<file path="config.mk">
export PLATFORM = sky130hd
export DESIGN_NAME = mod_9_down_counter
export DESIGN_NICKNAME = d
export VERILOG_FILES = /design/src/rtl/counter_pkg.sv /design/src/rtl/t_ff_sync.sv /design/src/rtl/mod_9_down_counter.sv
export SDC_FILE = /design/constraint.sdc
export NUM_CORES = 1
export LEC_CHECK = 0
export ABC_CLOCK_PERIOD_IN_PS = 3500
export BUFFER_PORTS_ARGS = -buffer_cell sky130_fd_sc_hd__buf_2
export CORE_AREA = 4 4 41 43
export DETAILED_ROUTE_END_ITERATION = 10
export DIE_AREA = 0 0 45 47
export GPL_ROUTABILITY_DRIVEN = 0
export GPL_TIMING_DRIVEN = 0
export PLACE_DENSITY = 0.43
export SYNTH_ARGS = -nofsm -noshare
export SYNTH_HDL_FRONTEND = slang
export SYNTH_SLANG_ARGS = --single-unit
</file>
<file path="constraint.sdc">
create_clock -name clk -period 3.5 [get_ports clk]
set_input_delay 0.175 -clock clk [delete_from_list [all_inputs] [get_ports clk]]
set_output_delay 0.175 -clock clk [all_outputs]
set_load 0.05 [all_outputs]
</file>
<file path="src/rtl/counter_pkg.sv">
// rtl/counter_pkg.sv - shared defaults and count type for the modulo down counter
package counter_pkg;

   localparam int DEFAULT_MOD   = 9;
   localparam int DEFAULT_WIDTH = 4;

   typedef logic [DEFAULT_WIDTH-1:0] count_t;

endpackage

</file>
<file path="src/rtl/t_ff_sync.sv">
// rtl/t_ff_sync.sv - T flip-flop with synchronous active-high reset to RESET_VAL
module t_ff_sync #(
   parameter logic RESET_VAL = 1'b0
) (
   input  logic clk,
   input  logic rst,
   input  logic t,
   output logic q
);

   always_ff @(posedge clk) begin
      if (rst) begin
         q <= RESET_VAL;
      end else if (t) begin
         q <= ~q;
      end
   end

endmodule

</file>
<file path="src/rtl/mod_9_down_counter.sv">
// rtl/mod_9_down_counter.sv - modulo-MOD down counter built from T flip-flops
// Parallel load is compiled in only when DOWN_COUNTER_LOAD_EN is defined.
module mod_9_down_counter
   import counter_pkg::*;
#(
   parameter int MOD   = DEFAULT_MOD,
   parameter int WIDTH = DEFAULT_WIDTH
) (
   input  logic             clk,
   input  logic             rst,
   input  logic             en,
   input  logic             load,
   input  logic [WIDTH-1:0] load_val,
   output logic [WIDTH-1:0] count,
   output logic             tc
);

   localparam logic [WIDTH-1:0] MAX_VAL = WIDTH'(MOD - 1);

   logic [WIDTH-1:0] borrow;
   logic [WIDTH-1:0] toggle;
   logic             at_zero;

   assign at_zero = (count == '0);
   assign tc      = at_zero & en;

   // Bit i flips on a decrement exactly when every lower bit is 0.
   always_comb begin
      borrow[0] = 1'b1;
      for (int i = 1; i < WIDTH; i++) begin
         borrow[i] = borrow[i-1] & ~count[i-1];
      end
   end

`ifdef DOWN_COUNTER_LOAD_EN
   logic [WIDTH-1:0] load_target;

   assign load_target = (32'(load_val) >= MOD) ? MAX_VAL : load_val;

   always_comb begin
      toggle = '0;
      if (load) begin
         toggle = count ^ load_target;
      end else if (en && at_zero) begin
         toggle = count ^ MAX_VAL;
      end else if (en) begin
         toggle = borrow;
      end
   end
`else
   always_comb begin
      toggle = '0;
      if (en && at_zero) begin
         toggle = count ^ MAX_VAL;
      end else if (en) begin
         toggle = borrow;
      end
   end
`endif

   for (genvar i = 0; i < WIDTH; i++) begin : g_bit
      t_ff_sync #(
         .RESET_VAL(MAX_VAL[i])
      ) u_tff (
         .clk(clk),
         .rst(rst),
         .t  (toggle[i]),
         .q  (count[i])
      );
   end

endmodule

</file>
**Word-level counts from Yosys, hierarchy flattened**

Cells that the tools add are included.

- Add/subtract/negate cells: 0
- $mul: 0
- Div/mod/pow operators: 0
- Magnitude comparators: 0
- Equality and inequality tests: 0
- Shift-type cells: 0
- Mux-type cells: 2
- Bitwise operators: 7
- Reductions and logical operators: 2

Operators with widths:

| kind | number |
|---|---|
| $mux W4 | 2 |
| $logic_not A4 Y1 | 1 |
| $not A1 Y1 | 4 |
| $and A1 B1 Y1 | 3 |
| $logic_and A1 B1 Y1 | 1 |

- Flip-flop bits (word level): 4
- Latch bits: 0
- Memory bits (writable): 0
- Bits in read-only memories: 0
- Output and inout port bits: 5
- Logic and storage cells: 15
- Memories: 0

**Depth between registers and ports, before layout**

- Word-level depth: 5
- Depth in mapped cells: 3
- Gate-level depth less buffers: 3

**By module**

From an unflattened synthesis, not the netlist that was laid out.

- Cell total of the unflattened synthesis: 20
- Area, all modules: 186.4 µm²

By module, submodules not included:

| module | times used | cells each | area an instance (µm²) |
|---|---|---|---|
| t_ff_sync (g_bit[0].u_tff ...) | 3 | 3 | 32.5 |
| mod_9_down_counter | 1 | 8 | 53.8 |
| t_ff_sync (g_bit[3].u_tff) | 1 | 3 | 35.0 |

**Worst setup path after synthesis**

Ideal clock, no wire load.

- Kind: reg2reg
- Start point: register g_bit[1].u_tff.q
- End point: register g_bit[3].u_tff.q
- Data arrival time: 1.582 ns
- Path slack: 1.857 ns
- Stages on the path, launching flop included: 4
- Period minus slack after synthesis: 1.643 ns
- Path through: dfxtp_1 -> or3b_4 -> nor3_2 -> or3_1

- Cells in the longest elaborated chain, start to end: 5

RTL lines:

| what | line | RTL |
|---|---|---|
| start: declaration | t_ff_sync.sv:8 | `output logic q` |
| start signal: assignment | t_ff_sync.sv:15 | `q <= ~q;` |
| $not A1 Y1 | mod_9_down_counter.sv:31 | `borrow[i] = borrow[i-1] & ~count[i-1];` |
| $and A1 B1 Y1 (2 in series) | mod_9_down_counter.sv:31 |  |
| $mux W4 | mod_9_down_counter.sv:55 | `end else if (en) begin` |
| $mux W4 * | mod_9_down_counter.sv:53 | `if (en && at_zero) begin` |
| end signal: assignment | t_ff_sync.sv:15 |  |
| end: declaration | t_ff_sync.sv:8 |  |

Mark *: on every way between the ends. The rest lies on a longest branch, timed or not.
A chain may end at the register's enable or synchronous reset.

**Final worst setup path**

- Start point: register g_bit[1].u_tff.q
- End point: output tc

- Cells in the longest elaborated chain, start to end: 2

RTL lines:

| what | line | RTL |
|---|---|---|
| $logic_not A4 Y1 | mod_9_down_counter.sv:24 | `assign at_zero = (count == '0);` |
| $and A1 B1 Y1 | mod_9_down_counter.sv:25 | `assign tc = at_zero & en;` |
| end: declaration | mod_9_down_counter.sv:15 | `output logic tc` |

No other way between the ends.

==> flow_summary.yaml <==
global_route:
  grt_pass1_wl_um: 821
  antenna_found_initial: 0
  grt_max_degree: 7
  grt_usage_pct: 5.77
  grt_pass1_vias: 207
  gr-total-overflow: 0
detailed_routing:
  via_per_inst: 3.78
  firstDrtPassIters: 3
  vias: 185
  met3_length_um: 36
  routed_wl_um: 440
  routedWlPerCell_um: 8.98
  drcViolationCount: 0
  drtIter0Drc: 4
  postRouteAntennaNets: 0
  wl_met1_um: 215
  routed-wl-met2_um: 188
  top_layer_used: "met3"
critical_path:
  cp_top_family: "simple AND/OR/NAND/NOR gates"
  arrival_ps: 1420
  crit_path_max_incr_delay_ps: 430
  worstPathCellList: "or3b_4, nor3_2, buf_2"
  path_max_fanout: 5
  crit_required_ps: 3320
  path_buf_inv: 1
  end_kind: "primary output"
  cp_slowest_cell: "or3b_4"
  start_kind: "flip-flop"
  critPathKind: "reg -> out"
sta:
  grt_setup_unrepaired: "no"
  finalSetupTns_ps: 0
  finalHoldViolCount: 0
  slew_viol_final: 0
  final.setup.worst_slack_ps: 1900
  fmax_mhz: 626
  worstMarginPinSlew_ps: 335
  fin_crit_sh_pct: 45.6
  fin_crit_ps: 1600
  relSlewSlack_pct: 77.6
  clock_skew_ps: 1.61
  finalSetupViolCount: 0
min_path:
  hold_class: "in -> reg"
finish:
  regMostFlops: "g_bit.u_tff.q"
  final_cells: 49
  final_area_um2: 313
  antenna_cells: 0
  nets: 44
  syn_to_final_growth_pct: 32.3
  reg.largest.list: "g_bit.u_tff.q (4)"
  largest_reg_flops: 4
  fillers: 158
  drive_gt1_share_pct: 55.9
power:
  p_leak_nw: 0.140
  max-vdd-ir-drop_uv: 137
  power-per-cell-area_nw_per_um2: 558
synthesis:
  synthCells: 24
  yosysTopAreaCellShare_pct: 33.9
  synth_mux_area_share_pct: 0
  synth_area_leaders: "dfxtp_1 (34%), buf_4 (13%), nor4b_4 (10%), o21bai_4 (7.9%), or3_1 (5.3%)"
  yosys_warnings: 0
  syn_area_um2: 236
  synth_ff_type: "dfxtp_1"
  postSynth.asyncResetShare_pct: 0
  synth_compound_area_share_pct: 18.0
  syn_nets: 32
  synthXorXnorAreaFrac_pct: 0
  synth_fa_ha_area_share_pct: 0
  synth-simple-area-share_pct: 33.9
  synth.distinct_cells: 14
  syn_avg_cell_area_um2: 9.85
  synth_top_family_by_area: "simple AND/OR/NAND/NOR gates"
  yosys_register_bits: 4
  synth_enable_flop_cells: 0
  synth-seq-area-share_pct: 33.9
  yosysTopAreaCell: "dfxtp_1"
  synth_common_cells: "buf_4 (4), dfxtp_1 (4), nand2_1 (3)"
floorplan:
  io_pins: 13
  core_um2: 1300
  rows: 13
  initial_core_util_pct: 18.2
  dieArea_um2: 2120
  die_h_um: 47
  die_w_um: 45
place:
  numPortBuffers: 7
  post-dp-hpwl_um: 357
  place_inst: 46
  dpl-instance-area_um2: 290
  dp_slack_ps: 2130
clock_tree:
  numCtsBuffers: 3
  cts.clk_slew.worst_paths_ps: 30
  clk_latency_ps: 230
  cts.sinks: 4
  ctsResizeCount: 0
  cts_root_buf: "clkbuf_4"
  cts_tree: "built"
  cts_setup_buffers: 0
  h-tree-depth: 1
  cts_buffer_depth: 2
  ctsHoldBuffers: 0
run:
  maxCapViolCount: 0
run_status:
  outcome: "finished, final reports clean"
cell usage in the layout, fill, tap and decap left out, drive strengths merged, types with 2 or more instances in the layout:
master	n
clkbuf	3
nor3	2
a21oi	3
or3	2
dfxtp	4
nand2	3
buf	11
power by group:
| group | switching [mW] | leakage [nW] | internal [mW] |
|---|---|---|---|
| sequential | 0.0115 | 0.0331 | 0.0514 |
| combinational | 0.0327 | 0.0935 | 0.0240 |
| clock | 0.0167 | 0.0138 | 0.0382 |
| total | 0.0609 | 0.140 | 0.114 |
logic make-up after synthesis:
logic type	after synthesis
DFF	4
buffers and inverters	5
and+or+nand+nor	10
AOI/OAI and AO/OA	5
layer usage:
layer  vias up  GRT usage [%]
met2         6           7.06
met3         0           1.92
met5         -              0
met1        78           6.36
li1        101              -
met4         0           8.77
stage by stage:
| stage | total power, mW | util (%) | hold WS (ps) |
|---|---|---|---|
| 3_5_place_dp | 0.121 | 22.3 | 386 |
| 6_report | 0.175 | 24.0 | 150 |
| 5_1_grt | 0.185 | 24.0 | 153 |
| 2_1_floorplan | 0.110 | - | 237 |
| 4_1_cts | 0.179 | 24.0 | 141 |
| 3_3_place_gp | 0.120 | 22.3 | 384 |
final cells by class:
type                    instances  area (um^2)  share of cell area (%)
plain buffers                   4         30.0                    9.60
clock buffers                   3         22.5                    7.20
inverters                       1         3.75                    1.20
multi-input cells              15          123                    39.2
flip-flops and latches          4         80.1                    25.6
well taps                      15         18.8                    6.00
repair buffers                  7         35.0                    11.2
worst reg2reg max path: cells and delay by family (launching register included):
| kind | cells | cell delay [ps] |
|---|---|---|
| AND/OR/NAND/NOR | 3 | 690 |
| flip-flops | 1 | 390 |
final timing paths:
kind	slack (ps)	endpoint	cells past startpoint	start
min	150	g_bit[1].u_tff.q	2	rst
min reg2reg	550	g_bit[2].u_tff.q	2	g_bit[3].u_tff.q
max	1900	tc	3	g_bit[1].u_tff.q
max reg2reg	2290	g_bit[3].u_tff.q	3	g_bit[2].u_tff.q
(Power assumes the default switching activity.)
